[src/rtl/median_axis_egress.sv]
// Median egress: border substitution and frame tagging into a FIFO with a registered AXI-Stream head; 1-cycle write-to-present.
// o_ready (registered) drops at FIFO_DEPTH-3; writes into a full FIFO are dropped and flagged. Define MEDIAN_EGRESS_STATS_EN for frame/drop counters.
module median_axis_egress #(
  parameter int DATA_WIDTH  = 8,
  parameter int CHANNELS    = 1,
  parameter int KERNEL_SIZE = 5,
  parameter int FIFO_DEPTH  = 16
) (
  input  logic                           i_clk,
  input  logic                           i_areset,
  input  logic [12:0]                    IMG_WIDTH,
  input  logic [12:0]                    IMG_HEIGHT,
  input  logic                           i_border_mode,
  input  logic [CHANNELS*DATA_WIDTH-1:0] i_median_pixel,
  input  logic [CHANNELS*DATA_WIDTH-1:0] i_raw_pixel,
  input  logic                           i_pixel_valid,
  input  logic                           i_start_of_frame,
  output logic                           o_ready,
  output logic [CHANNELS*DATA_WIDTH-1:0] m_axis_tdata,
  output logic                           m_axis_tvalid,
  output logic                           m_axis_tuser,
  output logic                           m_axis_tlast,
  input  logic                           m_axis_tready,
  output logic                           o_overflow
`ifdef MEDIAN_EGRESS_STATS_EN
  ,
  output logic [15:0]                    o_frame_count,
  output logic [15:0]                    o_drop_count
`endif
);

  localparam int PW = CHANNELS * DATA_WIDTH;
  localparam int EW = PW + 2;
  localparam int AW = $clog2(FIFO_DEPTH);
  localparam int CW = AW + 1;
  localparam logic [13:0] B14 = 14'(KERNEL_SIZE / 2);

  typedef enum logic {IDLE, ACTIVE} state_t;

  state_t          state_q, state_d;
  logic [12:0]     col_q, col_d, row_q, row_d, w_q, w_d, h_q, h_d;
  logic            ovf_q, ovf_d, ready_q, ready_d;
  logic            head_vld_q, head_vld_d;
  logic [EW-1:0]   head_q, head_d;
  logic [AW-1:0]   rd_ptr_q, rd_ptr_d, wr_ptr_q, wr_ptr_d;
  logic [CW-1:0]   mem_cnt_q, mem_cnt_d;
  logic [EW-1:0]   mem_q [FIFO_DEPTH];

  logic            sof_acc, wr, push, pop, drop, head_free, load, bypass, mem_we;
  logic            last_col, last_row, border, first;
  logic [12:0]     eff_w, eff_h, cur_col, cur_row;
  logic [PW-1:0]   wr_dat;
  logic [EW-1:0]   wr_entry;
  logic [CW-1:0]   occ, occ_d;

  // Pixel position and framing, with a start of frame taking effect on its own pixel.
  always_comb begin
    sof_acc  = i_pixel_valid & i_start_of_frame;
    wr       = i_pixel_valid & (sof_acc | (state_q == ACTIVE));
    eff_w    = sof_acc ? IMG_WIDTH  : w_q;
    eff_h    = sof_acc ? IMG_HEIGHT : h_q;
    cur_col  = sof_acc ? 13'd0 : col_q;
    cur_row  = sof_acc ? 13'd0 : row_q;
    last_col = (cur_col == eff_w - 13'd1);
    last_row = (cur_row == eff_h - 13'd1);
    first    = (cur_col == 13'd0) && (cur_row == 13'd0);
    border   = ({1'b0, cur_col} < B14) || (({1'b0, cur_col} + B14) >= {1'b0, eff_w}) ||
               ({1'b0, cur_row} < B14) || (({1'b0, cur_row} + B14) >= {1'b0, eff_h});
    wr_dat   = border ? (i_border_mode ? i_raw_pixel : '0) : i_median_pixel;
    wr_entry = {last_col, first, wr_dat};
  end

  // FIFO: head register in front of a memory; the memory is only used once the head is occupied.
  always_comb begin
    occ       = mem_cnt_q + CW'(head_vld_q);
    pop       = head_vld_q & m_axis_tready;
    push      = wr & ((occ < CW'(FIFO_DEPTH)) | pop);
    drop      = wr & ~push;
    head_free = ~head_vld_q | pop;
    load      = head_free & (mem_cnt_q != '0);
    bypass    = head_free & (mem_cnt_q == '0) & push;
    mem_we    = push & ~bypass;

    head_vld_d = head_vld_q;
    head_d     = head_q;
    if (load) begin
      head_vld_d = 1'b1;
      head_d     = mem_q[rd_ptr_q];
    end else if (bypass) begin
      head_vld_d = 1'b1;
      head_d     = wr_entry;
    end else if (head_free) begin
      head_vld_d = 1'b0;
    end
    rd_ptr_d  = rd_ptr_q + AW'(load);
    wr_ptr_d  = wr_ptr_q + AW'(mem_we);
    mem_cnt_d = mem_cnt_q + CW'(mem_we) - CW'(load);
    occ_d     = mem_cnt_d + CW'(head_vld_d);
    ready_d   = occ_d < CW'(FIFO_DEPTH - 3);
  end

  always_comb begin
    state_d = state_q;
    col_d   = col_q;
    row_d   = row_q;
    w_d     = w_q;
    h_d     = h_q;
    ovf_d   = ovf_q;
    if (sof_acc) begin
      w_d     = IMG_WIDTH;
      h_d     = IMG_HEIGHT;
      ovf_d   = 1'b0;
      state_d = ACTIVE;
    end
    if (wr) begin
      row_d = cur_row;
      if (last_col) begin
        col_d = 13'd0;
        row_d = cur_row + 13'd1;
      end else begin
        col_d = cur_col + 13'd1;
      end
      if (last_col && last_row) begin
        state_d = IDLE;
        col_d   = 13'd0;
        row_d   = 13'd0;
      end
    end
    if (drop) ovf_d = 1'b1;
  end

  always_ff @(posedge i_clk or posedge i_areset) begin
    if (i_areset) begin
      state_q    <= IDLE;
      col_q      <= '0;
      row_q      <= '0;
      w_q        <= '0;
      h_q        <= '0;
      ovf_q      <= 1'b0;
      ready_q    <= 1'b0;
      head_vld_q <= 1'b0;
      head_q     <= '0;
      rd_ptr_q   <= '0;
      wr_ptr_q   <= '0;
      mem_cnt_q  <= '0;
    end else begin
      state_q    <= state_d;
      col_q      <= col_d;
      row_q      <= row_d;
      w_q        <= w_d;
      h_q        <= h_d;
      ovf_q      <= ovf_d;
      ready_q    <= ready_d;
      head_vld_q <= head_vld_d;
      head_q     <= head_d;
      rd_ptr_q   <= rd_ptr_d;
      wr_ptr_q   <= wr_ptr_d;
      mem_cnt_q  <= mem_cnt_d;
    end
  end

  always_ff @(posedge i_clk) begin
    if (mem_we) mem_q[wr_ptr_q] <= wr_entry;
  end

  assign o_ready       = ready_q;
  assign o_overflow    = ovf_q;
  assign m_axis_tvalid = head_vld_q;
  assign m_axis_tdata  = head_q[PW-1:0];
  assign m_axis_tuser  = head_q[PW];
  assign m_axis_tlast  = head_q[PW+1];

`ifdef MEDIAN_EGRESS_STATS_EN
  logic [15:0] frame_cnt_q, frame_cnt_d, drop_cnt_q, drop_cnt_d;

  always_comb begin
    frame_cnt_d = frame_cnt_q + 16'(wr & last_col & last_row);
    drop_cnt_d  = sof_acc ? 16'd0 : drop_cnt_q;
    if (drop && (drop_cnt_d != 16'hFFFF)) drop_cnt_d = drop_cnt_d + 16'd1;
  end

  always_ff @(posedge i_clk or posedge i_areset) begin
    if (i_areset) begin
      frame_cnt_q <= '0;
      drop_cnt_q  <= '0;
    end else begin
      frame_cnt_q <= frame_cnt_d;
      drop_cnt_q  <= drop_cnt_d;
    end
  end

  assign o_frame_count = frame_cnt_q;
  assign o_drop_count  = drop_cnt_q;
`endif

endmodule

[config.mk]
export PLATFORM = sky130hd
export DESIGN_NAME = median_axis_egress
export DESIGN_NICKNAME = d
export VERILOG_FILES = /design/src/rtl/median_axis_egress.sv
export SDC_FILE = /design/constraint.sdc
export NUM_CORES = 1
export LEC_CHECK = 0
export ABC_CLOCK_PERIOD_IN_PS = 5050
export BUFFER_PORTS_ARGS = -buffer_cell sky130_fd_sc_hd__buf_2
export CAP_MARGIN = 20
export CORE_MARGIN = 2
export CORE_UTILIZATION = 55
export DETAILED_ROUTE_END_ITERATION = 8
export PLACE_DENSITY = 0.73
export SLEW_MARGIN = 0
export SYNTH_ARGS = -nofsm -noshare
export SYNTH_HDL_FRONTEND = slang
export SYNTH_SLANG_ARGS = --single-unit
[constraint.sdc]
create_clock -name i_clk -period 5.05 [get_ports i_clk]
set_input_delay 0.2525 -clock i_clk [delete_from_list [all_inputs] [get_ports i_clk]]
set_output_delay 0.2525 -clock i_clk [all_outputs]
set_load 0.01 [all_outputs]
==> impl_metrics.py <==
metrics = {
    "floorplan": {
        "die_y_um": 157,
        "dieArea_um2": 24500,
        "rows": 55,
        "start_util_pct": 56.2,
        "design.core.area_um2": 22800,
        "die_w_um": 157,
        "num_io_pins": 61,
    },
    "global_routing": {
        "grt_pass1_wl_um": 49700,
        "gr-usage-all-layers_pct": 26.6,
        "grt.overflow.total": 0,
        "grt_max_degree": 49,
        "grt_pass1_vias": 8780,
        "antenna_found_initial": 0,
    },
    "clock_network": {
        "clkLatencyLatePin_ps": 540,
        "clock_path_buffers": 3,
        "cts_root_buf": "clkbuf_16",
        "cts_made_buffers": 26,
        "hold_buffers": 1,
        "postCtsSetupBuffers": 0,
        "clk_pin_slew_ps": 60,
        "ctsResizeCount": 0,
        "cts_tree": "built",
        "cts.sinks": 239,
        "htree_levels": 1,
    },
    "synth": {
        "syn_nets": 1146,
        "seq_area_frac_synth_pct": 52.9,
        "ys_ff_latch": 239,
        "yosysWarnings": 0,
        "synthDistinctLibCells": 79,
        "synthArstFlopShare_pct": 33.1,
        "yosys.area.top_type": "edfxtp_1",
        "synth_cells": 1050,
        "yosysTopAreaCellShare_pct": 37.5,
        "netlist_area_um2": 12800,
        "synth_flop_cell": "edfxtp_1",
        "synth_area_leaders": "edfxtp_1, dfrtp_1, mux4_2",
        "synth_edf_count": 160,
        "syn_avg_cell_area_um2": 12.2,
    },
    "place": {
        "place.gp.congestion": 0.910,
        "place_hpwl_um": 21200,
        "io_buffers": 60,
    },
    "min_path": {
        "hold_class": "in -> reg",
        "min-delay-start": "IMG_HEIGHT[10]",
    },
    "route": {
        "firstDrtPassIters": 7,
        "drt-vias-per-instance": 6.22,
        "ant_nets": 0,
        "detail_route.drc_violations": 0,
        "wl_per_cell_um": 22.1,
        "first_iter_violations": 925,
        "vias": 8979,
        "drt-total-wl_um": 31900,
    },
    "sta": {
        "hold_viol": 0,
        "finClkSkew_ps": 19.4,
        "worst_pin_slew_ps": 1050,
        "rsz0062_at_grt": "no",
        "setup_viol": 0,
        "slew_headroom_pct": 29.9,
        "fmax_ghz": 0.224,
        "min_period_ps": 4460,
        "timing.final.max_slew_violations": 0,
        "fin_crit_sh_pct": 88.2,
        "tns_ps": 0,
    },
    "pwr": {
        "power.density_nw_per_um2": 462,
        "p_leak_nw": 5.76,
        "p_total_mw": 6.67,
        "ir_drop_v": 0.000265,
    },
    "worst_setup_path": {
        "r2r-start": "row_q[2]$_DFFE_PP0P_",
        "path_class": "reg -> reg",
        "end_kind": "flop",
        "setup.worst_path.start": "row_q[2]$_DFFE_PP0P_",
        "cp.required_ps": 5260,
        "cp_max_fo": 17,
        "start_kind": "flop",
        "crit_arrival_ps": 4660,
    },
    "run_status": {
        "status": "finished clean",
    },
    "final_layout": {
        "antennaDiodeCount": 0,
        "n_fill_cell": 1717,
        "syn_to_final_growth_pct": 12.7,
        "drive_above_1_share_pct": 18.6,
        "nets": 1207,
    },
    "run": {
        "maxCapViolCount": 0,
    },
}
==> cells by family after synthesis <==
kind of cell	Yosys count	synth area share (%)
AO/OA/AOI/OAI	194	10.0
flip-flops	239	52.9
XOR/XNOR	56	3.94
multiplexers	76	10.8
adder cells (fa/ha/maj)	49	4.82
AND/OR/NAND/NOR	316	13.5
buffers and inverters	120	3.90
==> synthesized netlist by cell type (5+ instances only) <==
library cell	instances
buf_1	11
a211oi_1	14
mux4_2	50
or3_1	6
nor2b_1	15
o21ai_0	37
a21oi_1	61
mux2i_1	25
dfrtp_1	79
ha_1	47
a21o_1	15
xor2_1	32
clkbuf_1	37
nand4_1	16
nand4b_1	5
and3_1	23
o22ai_1	6
buf_2	9
nor3_1	20
edfxtp_1	160
inv_1	54
nor2_1	60
a221o_1	8
nand3_1	32
a31oi_1	5
nand2b_1	17
nor4_1	7
or4_1	6
nand2_1	66
xnor2_1	23
and2_1	11
==> cells in the final DEF, fill, tap and decap left out, types with 6 or more instances in the layout <==
master / synthesis / routed
a211oi_1: 14 / 14
a21o_1: 15 / 15
a21oi_1: 61 / 61
a221o_1: 8 / 8
and2_1: 11 / 11
and3_1: 23 / 23
buf_2: 9 / 60
buf_4: 4 / 36
clkbuf_16: 0 / 26
dfrtp_1: 79 / 77
edfxtp_1: 160 / 160
ha_1: 47 / 47
inv_1: 54 / 53
mux2i_1: 25 / 24
mux4_2: 50 / 50
nand2_1: 66 / 66
nand2b_1: 17 / 17
nand3_1: 32 / 32
nand4_1: 16 / 16
nor2_1: 60 / 60
nor2b_1: 15 / 15
nor3_1: 20 / 20
nor4_1: 7 / 7
o21ai_0: 37 / 37
o22ai_1: 6 / 6
or3_1: 6 / 6
or4_1: 6 / 6
xnor2_1: 23 / 23
xor2_1: 32 / 32
==> path summary, 6_finish.rpt <==
| kind | to | slack [ps] | cells after the start |
|---|---|---|---|
| min in group asynchronous | h_q[3]$_DFF_PP0_ | 330 | 3 |
| max reg2reg | mem_q[12][6]$_DFFE_PP_ | 590 | 14 |
| min | h_q[10]$_DFF_PP0_ | 40 | 3 |
| min reg2reg | head_q[9]$_DFFE_PP0P_ | 470 | 2 |
| max in group asynchronous | rd_ptr_q[0]$_DFF_PP0_ | 3570 | 4 |
| max | mem_q[12][6]$_DFFE_PP_ | 590 | 14 |
==> power breakdown <==
part,switching (mW),internal (mW),leakage (nW)
Combinational,0.904,0.942,2.87
Clock,0.794,1.26,0.453
Sequential,0.370,2.40,2.43
==> registers in the layout, summed over array words and instances (netlist names) <==
| name | count |
|---|---|
| w_q | 13 |
| col_q | 13 |
| mem_cnt_q | 5 |
| row_q | 13 |
| h_q | 13 |
| m_axis_tvalid | 1 |
| head_q | 10 |
| o_ready | 1 |
| state_q | 1 |
| mem_q | 160 |
| rd_ptr_q | 4 |
| o_overflow | 1 |
| wr_ptr_q | 4 |
==> critical path, cell delays in order (launching register included) <==
cell and delay, ps:
dfrtp_1 440, and2_1 230, ha_1 220, and3_1 230, and3_1 270, nand3_1 180
xor2_1 200, ha_1 300, a21oi_1 150, nor2b_1 60, a2111oi_0 370, o2111ai_1 160
nor2_1 130, o221ai_2 350, mux2i_2 820
==> routing by layer <==
metal	share of wire, %	track usage, %	vias to the layer above
met5	0	0	-
met4	1.7	6.68	0
met3	8.4	4.46	45
met2	47	42.5	410
met1	43	38.4	4436
li1	-	-	4088
==> layout make-up <==
| type | count | area [um2] | share of cell area (%) |
|---|---|---|---|
| multi-input combinational | 691 | 5540 | 38.3 |
| timing repair buffer | 97 | 581 | 4.02 |
| tap | 313 | 392 | 2.71 |
| sequential | 239 | 6780 | 47.0 |
| inverter | 56 | 211 | 1.46 |
| clock inverter | 14 | 214 | 1.48 |
| clock buffer | 34 | 721 | 4.99 |
==> per-stage QoR <==
stage	setup WS, ps	hold slack [ps]	utilization, %	cell area (um2)	instances
floorplan	669	397	-	12800	1050
global placement	277	358	59.0	13400	1389
detailed placement	101	350	59.0	13400	1389
CTS	318	34.1	63.2	14400	1438
global route	193	53.5	63.4	14400	1444
finish	594	40.5	63.4	14400	1444
Note: power is estimated with default switching activity, not from simulation.
